**src/rtl/ysyx_23060072_mem_stage_p.sv**
```systemverilog
// Memory stage: one outstanding bus access with lane steering, load extension and response timeout.
// Optional feature: define YSYX_23060072_MISALIGN_TRAP_EN to trap misaligned half/word/dword accesses.
module ysyx_23060072_mem_stage_p #(
    parameter int XLEN        = 32,
    parameter int RADDR_W     = 5,
    parameter int TIMEOUT_CYC = 255
) (
    input  logic                clk,
    input  logic                rst,
    input  logic                in_valid_i,
    output logic                in_ready_o,
    input  logic [XLEN-1:0]     in_pc_i,
    input  logic [XLEN-1:0]     in_wb_data_i,
    input  logic [XLEN-1:0]     in_addr_i,
    input  logic [XLEN-1:0]     in_imm_i,
    input  logic [XLEN-1:0]     in_sdata_i,
    input  logic                in_wb_flag_i,
    input  logic                in_load_i,
    input  logic                in_store_i,
    input  logic                in_signed_i,
    input  logic [1:0]          in_size_i,
    input  logic [RADDR_W-1:0]  in_wb_addr_i,
    output logic                mem_req_valid_o,
    input  logic                mem_req_ready_i,
    output logic [XLEN-1:0]     mem_req_addr_o,
    output logic [XLEN-1:0]     mem_req_wdata_o,
    output logic                mem_req_we_o,
    output logic [XLEN/8-1:0]   mem_req_wstrb_o,
    input  logic                mem_rsp_valid_i,
    input  logic                mem_rsp_err_i,
    input  logic [XLEN-1:0]     mem_rsp_rdata_i,
    output logic                out_valid_o,
    input  logic                out_ready_i,
    output logic [XLEN-1:0]     out_pc_o,
    output logic [XLEN-1:0]     out_wb_data_o,
    output logic [RADDR_W-1:0]  out_wb_addr_o,
    output logic                out_wb_flag_o,
    output logic                out_load_o,
    output logic                out_err_o,
    output logic                hold_o
);

    localparam int NB    = XLEN / 8;
    localparam int OFF_W = $clog2(NB);
    localparam int CNT_W = (TIMEOUT_CYC > 1) ? $clog2(TIMEOUT_CYC + 1) : 1;

    typedef enum logic [1:0] {IDLE, REQ, RSP} state_t;

    state_t              state, state_nx;
    logic                init_done;
    logic [CNT_W-1:0]    rsp_cnt;
    logic                timeout_hit;

    logic                accept, mem_op;
    logic [XLEN-1:0]     eff_addr, aligned_addr;
    logic [1:0]          eff_size;
    logic [OFF_W-1:0]    lsb_mask;
    logic [NB-1:0]       size_strb;
    logic [XLEN-1:0]     lane_wdata;
`ifdef YSYX_23060072_MISALIGN_TRAP_EN
    logic                misalign;
`endif

    logic [XLEN-1:0]     op_pc;
    logic [RADDR_W-1:0]  op_wb_addr;
    logic                op_wb_flag, op_load, op_signed;
    logic [1:0]          op_size;
    logic [OFF_W-1:0]    op_off;

    logic [XLEN-1:0]     shifted, ld_val;

    logic                cpl, cpl_flag, cpl_load, cpl_err;
    logic [XLEN-1:0]     cpl_pc, cpl_data;
    logic [RADDR_W-1:0]  cpl_waddr;

    assign in_ready_o      = init_done && (state == IDLE) && (!out_valid_o || out_ready_i);
    assign accept          = in_valid_i && in_ready_o;
    assign mem_op          = in_load_i || in_store_i;
    assign mem_req_valid_o = (state == REQ);
    assign hold_o          = (state != IDLE);
    assign timeout_hit     = (TIMEOUT_CYC != 0) && (rsp_cnt == CNT_W'(TIMEOUT_CYC - 1));

    // Request shaping; dword collapses to word on a 32-bit datapath.
    always_comb begin
        eff_addr = in_addr_i + in_imm_i;
        eff_size = ((XLEN == 32) && (in_size_i == 2'b11)) ? 2'b10 : in_size_i;
        lsb_mask   = '0;
        size_strb  = NB'(1);
        lane_wdata = {NB{in_sdata_i[7:0]}};
        case (eff_size)
            2'b01: begin
                lsb_mask   = OFF_W'(1);
                size_strb  = NB'(3);
                lane_wdata = {(NB/2){in_sdata_i[15:0]}};
            end
            2'b10: begin
                lsb_mask   = OFF_W'(3);
                size_strb  = NB'(8'h0F);
                lane_wdata = {(XLEN/32){in_sdata_i[31:0]}};
            end
            2'b11: begin
                lsb_mask   = OFF_W'(7);
                size_strb  = NB'(8'hFF);
                lane_wdata = in_sdata_i;
            end
            default: ;
        endcase
        aligned_addr = eff_addr & ~XLEN'(lsb_mask);
`ifdef YSYX_23060072_MISALIGN_TRAP_EN
        misalign = |(eff_addr[OFF_W-1:0] & lsb_mask);
`endif
    end

    always_comb begin
        shifted = mem_rsp_rdata_i >> {op_off, 3'b000};
        ld_val  = shifted;
        case (op_size)
            2'b00:   ld_val = op_signed ? XLEN'($signed(shifted[7:0]))  : XLEN'(shifted[7:0]);
            2'b01:   ld_val = op_signed ? XLEN'($signed(shifted[15:0])) : XLEN'(shifted[15:0]);
            2'b10:   ld_val = op_signed ? XLEN'($signed(shifted[31:0])) : XLEN'(shifted[31:0]);
            default: ;
        endcase
    end

    always_comb begin
        state_nx  = state;
        cpl       = 1'b0;
        cpl_pc    = op_pc;
        cpl_data  = '0;
        cpl_waddr = op_wb_addr;
        cpl_flag  = 1'b0;
        cpl_load  = op_load;
        cpl_err   = 1'b0;
        unique case (state)
            IDLE: begin
                if (accept) begin
                    if (!mem_op) begin
                        cpl       = 1'b1;
                        cpl_pc    = in_pc_i;
                        cpl_data  = in_wb_data_i;
                        cpl_waddr = in_wb_addr_i;
                        cpl_flag  = in_wb_flag_i;
                        cpl_load  = in_load_i;
                    end
`ifdef YSYX_23060072_MISALIGN_TRAP_EN
                    else if (misalign) begin
                        cpl       = 1'b1;
                        cpl_pc    = in_pc_i;
                        cpl_waddr = in_wb_addr_i;
                        cpl_load  = in_load_i;
                        cpl_err   = 1'b1;
                    end
`endif
                    else begin
                        state_nx = REQ;
                    end
                end
            end
            REQ: begin
                if (mem_req_ready_i) state_nx = RSP;
            end
            RSP: begin
                if (mem_rsp_valid_i) begin
                    cpl      = 1'b1;
                    state_nx = IDLE;
                    if (mem_rsp_err_i) begin
                        cpl_err = 1'b1;
                    end else begin
                        cpl_data = op_load ? ld_val : '0;
                        cpl_flag = op_wb_flag && op_load;
                    end
                end else if (timeout_hit) begin
                    cpl      = 1'b1;
                    cpl_err  = 1'b1;
                    state_nx = IDLE;
                end
            end
            default: state_nx = IDLE;
        endcase
    end

    always_ff @(posedge clk) begin
        if (rst) begin
            state     <= IDLE;
            init_done <= 1'b0;
            rsp_cnt   <= '0;
        end else begin
            state     <= state_nx;
            init_done <= 1'b1;
            rsp_cnt   <= (state == RSP) ? rsp_cnt + CNT_W'(1) : '0;
        end
    end

    always_ff @(posedge clk) begin
        if (rst) begin
            mem_req_addr_o  <= '0;
            mem_req_wdata_o <= '0;
            mem_req_we_o    <= 1'b0;
            mem_req_wstrb_o <= '0;
            op_pc           <= '0;
            op_wb_addr      <= '0;
            op_wb_flag      <= 1'b0;
            op_load         <= 1'b0;
            op_signed       <= 1'b0;
            op_size         <= '0;
            op_off          <= '0;
        end else if ((state == IDLE) && (state_nx == REQ)) begin
            mem_req_addr_o  <= aligned_addr;
            mem_req_wdata_o <= lane_wdata;
            mem_req_we_o    <= in_store_i && !in_load_i;
            mem_req_wstrb_o <= (in_store_i && !in_load_i) ? (size_strb << aligned_addr[OFF_W-1:0]) : '0;
            op_pc           <= in_pc_i;
            op_wb_addr      <= in_wb_addr_i;
            op_wb_flag      <= in_wb_flag_i;
            op_load         <= in_load_i;
            op_signed       <= in_signed_i;
            op_size         <= eff_size;
            op_off          <= aligned_addr[OFF_W-1:0];
        end
    end

    // A new completion always wins over a same-cycle drain.
    always_ff @(posedge clk) begin
        if (rst) begin
            out_valid_o   <= 1'b0;
            out_pc_o      <= '0;
            out_wb_data_o <= '0;
            out_wb_addr_o <= '0;
            out_wb_flag_o <= 1'b0;
            out_load_o    <= 1'b0;
            out_err_o     <= 1'b0;
        end else if (cpl) begin
            out_valid_o   <= 1'b1;
            out_pc_o      <= cpl_pc;
            out_wb_data_o <= cpl_data;
            out_wb_addr_o <= cpl_waddr;
            out_wb_flag_o <= cpl_flag;
            out_load_o    <= cpl_load;
            out_err_o     <= cpl_err;
        end else if (out_ready_i) begin
            out_valid_o   <= 1'b0;
        end
    end

endmodule
```
**config.mk**
```make
export PLATFORM = sky130hd
export DESIGN_NAME = ysyx_23060072_mem_stage_p
export DESIGN_NICKNAME = d
export VERILOG_FILES = /design/src/rtl/ysyx_23060072_mem_stage_p.sv
export SDC_FILE = /design/constraint.sdc
export NUM_CORES = 1
export LEC_CHECK = 0
export CAP_MARGIN = 0
export CORE_MARGIN = 10
export CORE_UTILIZATION = 25
export DETAILED_ROUTE_END_ITERATION = 8
export HOLD_SLACK_MARGIN = 0.02
export PLACE_DENSITY_LB_ADDON = 0.2
export REMOVE_ABC_BUFFERS = 1
export SETUP_SLACK_MARGIN = 0.4
export SLEW_MARGIN = 25
export SYNTH_ARGS = -nofsm -noshare
export SYNTH_HDL_FRONTEND = slang
export SYNTH_SLANG_ARGS = --single-unit
```
**constraint.sdc**
```tcl
create_clock -name clk -period 2.6 [get_ports clk]
set_input_delay 0.52 -clock clk [delete_from_list [all_inputs] [get_ports clk]]
set_output_delay 0.52 -clock clk [all_outputs]
set_load 0.005 [all_outputs]
```
* Word-level counts from Yosys, hierarchy flattened
Cells that the tools add are included.
Operators by class: $add $sub $neg 2, equality and inequality tests 9, shift-type cells 2, multiplexer cells 45, bitwise operators 3, reduce and logical (&&, ||, !) cells 16
Operators with widths (count):
- $mux 32 | 10
- $pmux 32 s2 | 3
- $add 32x32->32 | 1
- $and 32x32->32 | 1
- $not 2->32 | 1
- $shr 32x5->32 | 1
- $mux 1 | 17
- $mux 5 | 3
- $mux 2 | 6
- $add 8x1->8 const B | 1
- $eq 2x1->1 const B | 4
- $eq 2x2->1 const B | 4
- $eq 8x8->1 const B | 1
- $pmux 4 s2 | 1
- $logic_and 1x1->1 | 6
- $pmux 2 s3 | 1
- $logic_not 2->1 | 2
- $mux 4 | 1
- $pmux 1 s2 | 2
- $pmux 2 s2 | 1
- $reduce_bool 2->1 | 2
- $reduce_or 2->1 | 2
- $shl 4x2->4 | 1
- $logic_not 1->1 | 2
- 2 further kinds | 3
Word-level totals: register bits after elaboration 197

* Depth between registers and ports, before layout
Gate-level depths: netlist of run 1.
depth after elaboration 9, mapped depth 10, gate-level depth less buffers 10

* Worst setup path before layout of run 1
No wires, ideal clock.
path type input -> register, start point in in_addr_i[15], end point reg mem_req_addr_o[30], setup time 117 ps, arrival time 2613 ps, data required time 2483 ps, setup slack -131 ps, cell stages on the path 8, path through ha_1 > a21oi_2 > o21ai_1 > a2111o_1 > and3_1 > a311o_1 > or3_1 > a32o_1
On the way: word-level cells in the longest chain between the ends 2
RTL lines:
- start, declared | RTL line 14 | input logic [XLEN-1:0] in_addr_i,
- $add 32x32->32 | RTL line 85 | eff_addr = in_addr_i + in_imm_i;
- $and 32x32->32 | RTL line 108 | aligned_addr = eff_addr & ~XLEN'(lsb_mask);
- end signal, assigned | RTL line 208 | mem_req_addr_o <= aligned_addr;
- end, declared | RTL line 25 | output logic [XLEN-1:0] mem_req_addr_o,
Every way passes these cells. A chain may end at the register's enable or synchronous reset.

* Final worst setup path of run 1
start point in in_addr_i[0], end point reg mem_req_addr_o[21]
Same word-level chain as after synthesis.

==> flow_summary.yaml, run 1 <==
cts:
  h-tree-depth: 4
  numCtsBuffers: 17
  clkLatencyLatePin_ns: 0.45
  clk_path_buf_depth: 2
  clock-root-buffer: "clkbuf_16"
  path_clk_slew_ns: 0.08
  holdBufCountCts: 0
  cts_tree: "built"
  cts.sinks: 195
worst_hold_path:
  whs_endpoint: "op_pc[27]"
  min_from: "op_pc[27]"
  hold-path-cell-count: 2
  holdCritPathClass: "reg2reg"
timing:
  setup-violations-final: 0
  achievable-frequency_mhz: 458.2
  rsz0062_at_grt: "true"
  fin_skew_ns: 0.01094
  finalMaxSlewViolations: 0
  period_share_pct: 83.93
  tightestPinTransition_ns: 0.7679
  hold_violations: 0
  fin_crit_ns: 2.182
  whs_ns: 0.4546
  relSlewSlack_pct: 48.81
floorplan:
  die_h_um: 221.9
  rows: 73
  dieArea_sq_um: 49240
  core_area_sq_um: 40010
  die_w_um: 221.9
  pin_count: 355
  initial_core_util_pct: 25.47
power:
  power.density_nw_per_um2: 490.8
  power.leakage_uw: 0.006174
  p_sw_uw: 2314
  intPower_uw: 5864
  power_frac_comb_pct: 24.9
  p_clk_share_pct: 35.9
  peakVddDrop_uv: 365.3
  seq_power_share_pct: 39.2
  swShare_pct: 28.29
critical_path:
  worstSetupEndpointType: "flop"
  rr_startpoint: "rsp_cnt[3]"
  cpPeakStageDelay_ns: 0.47
  cp_common_cell: "buf_4"
  path_class: "in2reg"
  r2r_slack_ns: 0.59
  crit_path_top_delay_cell: "or4_1"
  cp.required_ns: 3.00
  reg2reg_depth: 9
  crit_arrival_ns: 2.58
  rr_endpoint: "out_wb_data_o[0]"
  path_cells: "buf_6, ha_4, buf_4, buf_4, a21oi_2, buf_4, nor2_4, o21a_1, o2111ai_4, a21oi_4, or4_1, nand3_1"
  crit_fanout: 5
  cp-start-kind: "input port"
finish:
  drive_gt1_share_pct: 18.09
  final_area_sq_um: 16660
  regArea_sq_um: 3908
  syn_to_final_growth_pct: 63.51
  fillCellCount: 4078
  finalNetCount: 2055
  multi_input_area_sq_um: 6426
synthesis:
  yosys_register_bits: 195
  synth.top_cells.by_count: "nand2_1, dfxtp_1, nor2_1, a21oi_1, clkbuf_1"
  syn_avg_cell_area_sq_um: 7.504
  synth_top_cell_area_share_pct: 38.31
  async_flop_share_pct: 0
  synth_edf_count: 0
  synth_ff_type: "dfxtp_1"
  synth_cells: 1358
  syn_area_sq_um: 10190
  yosysTopAreaCell: "dfxtp_1"
  yosys_warnings: 0
  synth_area_leaders: "dfxtp_1, nand2_1, nor2_1"
  synth_cell_type_count: 66
  synth_most_common_cell: "nand2_1"
  yosysSeqAreaShare_pct: 38.31
route:
  drtAntennaViolNets: 0
  routed-via-count: 11330
  wirelength_um: 43230
  vias_per_cell: 4.818
  drt_first_pass_iters: 5
  avgRoutedWirePerCell_um: 18.39
  drt_iter0_drc: 687
  drc: 0
global_routing:
  grt_pass1_vias: 11090
  grt_max_degree: 80
  grt_usage_pct: 16.62
  grt-ovfl-total: 0
  grt_pass1_wl_um: 65450
  antenna_found_initial: 2
job:
  cap_violations: 0
outcome:
  status: "finished clean"
place:
  placedInstanceArea_sq_um: 15310
  gp_routability_congestion: 0.9000
  place.port_buffers: 354
  dp_hpwl_um: 32180
[layout by cell type, fill, tap and decap left out, drive strengths merged, types with 12 or more instances in the layout]
| cell | Yosys | routed |
|---|---|---|
| nand2 | 309 | 309 |
| clkdlybuf4s50 | 0 | 302 |
| dfxtp | 195 | 195 |
| buf | 11 | 186 |
| nor2 | 163 | 163 |
| a21oi | 124 | 124 |
| o21ai | 91 | 91 |
| a311oi | 46 | 46 |
| mux2i | 36 | 36 |
| clkbuf | 87 | 36 |
| ha | 33 | 33 |
| a211oi | 28 | 28 |
| nand3 | 24 | 24 |
| o22ai | 21 | 21 |
| inv | 16 | 20 |
| o211ai | 13 | 13 |
| xor2 | 12 | 12 |
| dlygate4sd2 | 0 | 12 |
[worst max path at each step]
stage / end / start
after floorplan: mem_req_addr_o[28] / out_ready_i
after global placement: mem_req_addr_o[21] / in_addr_i[1]
after detailed placement: mem_req_addr_o[21] / in_addr_i[1]
after CTS: mem_req_addr_o[24] / in_imm_i[13]
after global routing: mem_req_addr_o[24] / in_addr_i[0]
final: mem_req_addr_o[21] / in_addr_i[0]
[cell type report]
| cell class | instances | share of cell area, % |
|---|---|---|
| Antenna cell | 2 | 0.03004 |
| Clock buffer | 19 | 2.598 |
| Clock inverter | 13 | 1.187 |
| Inverter | 17 | 0.3830 |
| Multi-Input combinational cell | 1048 | 38.57 |
| Sequential cell | 195 | 23.45 |
| Tap cell | 525 | 3.943 |
| Timing Repair Buffer | 532 | 29.84 |
[registers in the layout, summed over array words and instances (netlist names), 4 cells and up]
signal and cells:
mem_req_addr_o 32, mem_req_wstrb_o 4, out_wb_addr_o 5, mem_req_wdata_o 32
op_pc 32, op_wb_addr 5, rsp_cnt 8, out_pc_o 32
out_wb_data_o 32
[routing by layer]
metal	GRT usage (%)	wire [um]	share of wire (%)
met5	0	0	0
met4	3.958	589	1.4
met2	27.76	20780	48
met1	21.03	19510	45
met3	4.060	2354	5.4
[power groups by stage]
stage	logic [uW]	registers (uW)	clock network (uW)
after floorplan	712	3280	0
after global placement	1870	3270	0
after detailed placement	1870	3280	0
after CTS	1980	3210	3040
after global routing	2210	3230	3140
final	2040	3210	2930
[stage by stage]
stage               setup WS, ns  total power, uW  instances  util [%]  TNS (ns)
floorplan                 -3.150             3992       1260         -   -302.63
global placement         -0.6208             5145       2295     38.28    -9.338
detailed placement       -0.6308             5148       2295     38.28    -9.705
CTS                       0.3866             8234       2341     41.00         0
global route              0.3441             8581       2351     41.65         0
finish                    0.4177             8178       2351     41.65         0
[worst max-delay path: cells and delay by family]
kind	cells	cell delay [ns]
AO/OA/AOI/OAI	4	0.81
buffers and inverters	4	0.50
AND/OR/NAND/NOR	3	0.60
adder cells (fa/ha/maj)	1	0.16
[repair_timing]
item / in CTS / in global routing
setup buffers: 14 / 7
resized for setup: 138 / 84
cloned: 0 / 1
setup endpoints to repair: 29 / 19
pin swaps: 50 / 41
[logic make-up after synthesis]
group                      after synthesis  share of synthesized area, %
muxes                                   45                         4.531
buffers and inverters                  115                         4.334
DFF                                    195                         38.31
adders and majority gates               34                         4.249
xor gates and xnor gates                22                         1.891
and+or+nand+nor                        563                         22.78
AOI/OAI and AO/OA                      384                         23.91
(Power assumes the default switching activity.)
==> run 2: changes to the inputs <==
- clock period: 2.6 -> 1.9 ns (I/O delays scaled with it)
==> run 2 against run 1 <==
Effect of this change:
- the run now ends with negative setup slack left
- hold slack worse by 0.23 ns
- total power grew 43%
- setup slack worse by 0.58 ns
- combinational power rose by 85%
- critical path depth up 5
- flip-flop and latch count unchanged
- critical path type unchanged
- largest power group unchanged
- highest routed layer is now met5
==> flow_summary.yaml, run 2 (same netlist as run 1, synthesis figures left out) <==
global_routing:
  grt_usage_pct: 19.44
  grt-ovfl-total: 0
  grt_pass1_vias: 12720
  antenna_found_initial: 5
  grt_pass1_wl_um: 76520
  grt_max_degree: 90
cts:
  holdBufCountCts: 0
  cts.sinks: 195
  h-tree-depth: 4
  numCtsBuffers: 17
  clkLatencyLatePin_ns: 0.45
  cts_tree: "built"
  path_clk_slew_ns: 0.08
  clock-root-buffer: "clkbuf_16"
  clk_path_buf_depth: 2
power:
  power.leakage_uw: 0.009932
  peakVddDrop_uv: 552.7
  power.density_nw_per_um2: 550.8
route:
  met2_length_um: 26340
  drt_iter0_drc: 756
  drc: 0
  avgRoutedWirePerCell_um: 20.47
  drt_first_pass_iters: 5
  top_layer: "met5"
  drtAntennaViolNets: 0
  routed-via-count: 12540
  wirelength_um: 51390
  route.met3.wl_um: 2400
  vias_per_cell: 4.993
  m1WireLength_um: 21850
worst_hold_path:
  holdCritPathClass: "in2reg"
  min_from: "rst"
timing:
  achievable-frequency_mhz: 485.7
  whs_ns: 0.2250
  worst_slack_ns: -0.1588
  fin_skew_ns: 0.01128
  setup-violations-final: 65
  hold_violations: 0
  finalMaxSlewViolations: 0
  period_share_pct: 108.4
  tightestPinTransition_ns: 0.7162
  fin_crit_ns: 2.059
  rsz0062_at_grt: "true"
  relSlewSlack_pct: 52.07
outcome:
  violations: "negative setup slack"
  status: "finished, violations left"
finish:
  fillCellCount: 3643
  drive_gt1_share_pct: 42.53
  syn_to_final_growth_pct: 108.1
  final_common_cell: "nand2_1"
  fin_cells: 2511
  layout_common_cells: "nand2_1, buf_4, dfxtp_1"
  finalNetCount: 2213
place:
  place.port_buffers: 354
  dp_hpwl_um: 32890
  gp_routability_congestion: 0.8792
  placed_cells: 2333
critical_path:
  reg2reg_depth: 10
  crit_arrival_ns: 2.43
  path_class: "in2reg"
  rr_endpoint: "mem_req_addr_o[24]"
  crit_path_end: "mem_req_addr_o[4]"
  cp.required_ns: 2.28
  rr_startpoint: "state[1]"
  crit_fanout: 2
  worstSetupEndpointType: "flop"
  cp-start-kind: "input port"
  r2r_slack_ns: -0.14
  cp-startpoint: "in_addr_i[0]"
floorplan:
  core_area_sq_um: 40010
  dieArea_sq_um: 49240
  die_w_um: 221.9
  initial_core_util_pct: 25.47
  die_h_um: 221.9
  rows: 73
  pin_count: 355
job:
  cap_violations: 0
## run 2: cell count changes in the layout (fill, tap and decap cells not counted), moves of 30 or more
cell,delta
nand2_4,+43
nand2_1,-64
a21oi_2,+49
clkdlybuf4s50_1,-150
a21oi_1,-51
dlymetal6s2s_1,+110
nor2_4,+67
a311oi_1,-34
dfxtp_1,-33
dfxtp_2,+30
nor2_1,-81
buf_6,+64
a311oi_2,+33
## run 2: report_power, final
| part | switching [uW] | internal (uW) | total, uW |
|---|---|---|---|
| registers | 142 | 4290 | 4430 |
| clock network | 1760 | 1710 | 3470 |
| logic | 1700 | 2080 | 3780 |
| total | 3600 | 8080 | 11700 |
## run 2: final cells by class
type                    instances  area, sq um  area share (%)
clock buffers                  20        446.7           2.106
clock inverters                12        80.08          0.3776
flip-flops and latches        195         3956           18.66
inverters                      17        63.81          0.3009
well taps                     525        656.9           3.098
repair buffers                690         7725           36.43
diodes                          4        10.01         0.04720
multi-input cells            1048         8268           38.99
## run 2: critical path, cell delays in order
cell,delay (ns)
buf_6,0.10
ha_4,0.15
inv_2,0.05
fa_2,0.25
nor2b_4,0.06
buf_4,0.13
buf_4,0.13
buf_6,0.11
buf_4,0.12
buf_4,0.12
buf_4,0.12
buf_6,0.11
o21a_1,0.16
nor2_1,0.11
xnor2_1,0.14
nand2_1,0.08
a21oi_1,0.13
## run 2: per-stage QoR
stage	TNS (ns)	total power, uW	instance area, sq um	util, %	setup WS, ns
floorplan	-406.23	5462	9812	-	-3.710
global placement	-84.04	7120	15660	39.15	-1.159
detailed placement	-86.45	7125	15660	39.15	-1.170
CTS	-2.618	11440	19530	48.81	-0.1348
global route	-10.15	12220	21210	53.01	-0.2484
finish	-3.220	11680	21210	53.01	-0.1588
## run 2: layer usage
metal  global-route usage (%)  vias to the layer above
li1                         -                     6029
met1                    22.89                     6132
met2                    34.33                      326
met3                    4.798                       48
met4                    5.073                        2
met5                        0                        -
## run 2: worst min path at each step
stage                    endpoint  slack, ns  cells past startpoint
2_1_floorplan          op_wb_flag       0.43                      2
6_report       mem_req_addr_o[26]       0.23                      2
5_1_grt        mem_req_addr_o[26]       0.21                      2
3_5_place_dp   mem_req_addr_o[17]       0.45                      2
3_3_place_gp   mem_req_addr_o[12]       0.44                      2
4_1_cts        mem_req_addr_o[26]       0.19                      2
## run 2: repair_timing
action / in CTS / in global routing
setup endpoints to repair: 330 / 320
resized for setup: 686 / 392
gates cloned: 28 / 7
hold endpoints to repair: 0 / 0
buffers inserted: 80 / 27
pin swaps: 203 / 150
==> run 3: changes to the inputs <==
- CTS_BUF_LIST: unset -> sky130_fd_sc_hd__clkbuf_4 sky130_fd_sc_hd__clkbuf_8 sky130_fd_sc_hd__clkbuf_16
- clock period: 1.9 -> 2.5 ns (I/O delays scaled with it)
==> run 3 against run 2 <==
Effect of this change:
- total power shrank 26%
- critical endpoint is now mem_req_addr_o[24]
- design area shrank 18%
- largest cell class unchanged
- die area is the same
- register-to-register slack gained 0.64 ns
- the run now ends clean
==> flow_summary.yaml, run 3 (same netlist as run 1, synthesis figures left out) <==
power:
  power.density_nw_per_um2: 500.0
  peakVddDrop_uv: 345.3
  power.leakage_uw: 0.006433
  seq_power_share_pct: 38.6
  power_frac_comb_pct: 25.9
  p_clk_share_pct: 35.5
  p_sw_uw: 2419
  intPower_uw: 6230
  swShare_pct: 27.97
global_routing:
  grt-ovfl-total: 0
  grt_usage_pct: 16.97
  grt_pass1_wl_um: 67290
  antenna_found_initial: 1
  grt_pass1_vias: 11520
  grt_max_degree: 73
place:
  placed_cells: 2299
  dp_worst_setup_slack_ns: -0.6810
  place.port_buffers: 354
  gp_routability_congestion: 0.8753
  dp_hpwl_um: 32770
route:
  wirelength_um: 46030
  avgRoutedWirePerCell_um: 19.31
  drt_iter0_drc: 843
  drtAntennaViolNets: 0
  drt_first_pass_iters: 5
  vias_per_cell: 4.911
  drc: 0
  routed-via-count: 11710
timing:
  relSlewSlack_pct: 42.13
  rsz0062_at_grt: "true"
  period_share_pct: 86.15
  fin_skew_ns: 0.01193
  whs_ns: 0.3392
  fin_tns_setup_ns: 0
  achievable-frequency_mhz: 464.3
  finalMaxSlewViolations: 0
  fin_crit_ns: 2.154
  worst_slack_ns: 0.3462
  tightestPinTransition_ns: 0.8681
  setup-violations-final: 0
  hold_violations: 0
finish:
  finalNetCount: 2089
  final_common_cell: "nand2_1"
  final_util_pct: 43.24
  layout_common_cells: "nand2_1, clkdlybuf4s50_1, dfxtp_1"
  syn_to_final_growth_pct: 69.76
  drive_gt1_share_pct: 21.69
  fin_cells: 2384
floorplan:
  pin_count: 355
  dieArea_sq_um: 49240
  rows: 73
  core_area_sq_um: 40010
  die_w_um: 221.9
  die_h_um: 221.9
  initial_core_util_pct: 25.47
cts:
  path_clk_slew_ns: 0.07
  cts_tree: "built"
  clock-root-buffer: "clkbuf_16"
  numCtsBuffers: 17
  clkLatencyLatePin_ns: 0.45
  cts.sinks: 195
  clk_path_buf_depth: 2
  h-tree-depth: 4
critical_path:
  cp.required_ns: 2.89
  cp-start-kind: "input port"
  path_cells: "dlygate4sd2_1, ha_4, buf_6, nand2_2, nor2_4, o211a_4, a211oi_4, nor3_2, or4_1, a21oi_2"
  worstSetupEndpointType: "flop"
  crit_fanout: 5
  cpPeakStageDelay_ns: 0.50
  crit_path_top_delay_cell: "or4_1"
  crit_arrival_ns: 2.54
  path_class: "in2reg"
job:
  cap_violations: 0
worst_hold_path:
  holdCritPathClass: "in2reg"
outcome:
  status: "finished clean"
[run 3: changes by cell type in the layout (fill, tap and decap cells not counted), sizes merged]
cell / delta
clkdlybuf4s50: +144
dlymetal6s2s: -116
buf: -145
clkbuf: +10
clkinvlp: +1
diode: -3
or4: +2
clkinv: -7
clkdlybuf4s15: -10
dlygate4sd2: -7
bufinv: +4
[run 3: cell type report]
class / count / area [sq um]
multi-input combinational: 1050 / 6658
fill: 4082 / 22710
clock buffer: 22 / 475.5
antenna: 1 / 2.502
tap: 525 / 656.9
clock inverter: 10 / 171.4
sequential: 195 / 3916
timing repair buffer: 564 / 5354
inverter: 17 / 63.81
[run 3: metal layers]
metal / up-vias / share of wire, % / GRT usage, %
met1: 5586 / 44 / 20.94
li1: 5754 / - / -
met5: - / 0 / 0
met2: 325 / 49 / 28.74
met4: 0 / 1.5 / 4.680
met3: 43 / 5.5 / 4.073
[run 3: power by group through the flow]
stage / registers (uW) / logic, uW / clock network (uW)
detailed placement: 3410 / 1940 / 0
global route: 3360 / 2420 / 3300
CTS: 3340 / 2090 / 3180
floorplan: 3410 / 740 / 0
global placement: 3410 / 1940 / 0
finish: 3340 / 2240 / 3070
[run 3: worst max-delay path: cells and delay by family]
kind / cells / cell delay (ns)
buf+inv: 2 / 0.39
compound gates: 3 / 0.70
fa+ha+maj: 1 / 0.25
simple gates: 4 / 0.70
[run 3: worst paths after layout]
kind | startpoint | end | slack (ns) | depth (start not counted)
max | in_imm_i[9] | mem_req_addr_o[24] | 0.35 | 10
min | rst | mem_req_addr_o[24] | 0.34 | 2
max reg2reg | state[1] | out_wb_data_o[25] | 0.50 | 7
min reg2reg | mem_req_addr_o[14] | mem_req_addr_o[14] | 0.45 | 2
[run 3: timing repair]
action,CTS,global route
cloned,1,12
resized for setup,189,115
pin swaps,77,64
hold buffers,0,0
buffers inserted,25,14
setup endpoints to repair,44,68
[run 3: metrics by stage]
| stage | power (uW) | area [sq um] |
|---|---|---|
| 6_report | 8649 | 17300 |
| 5_1_grt | 9070 | 17300 |
| 4_1_cts | 8613 | 16600 |
| 3_5_place_dp | 5352 | 15320 |
| 3_3_place_gp | 5346 | 15320 |
| 2_1_floorplan | 4151 | 9812 |
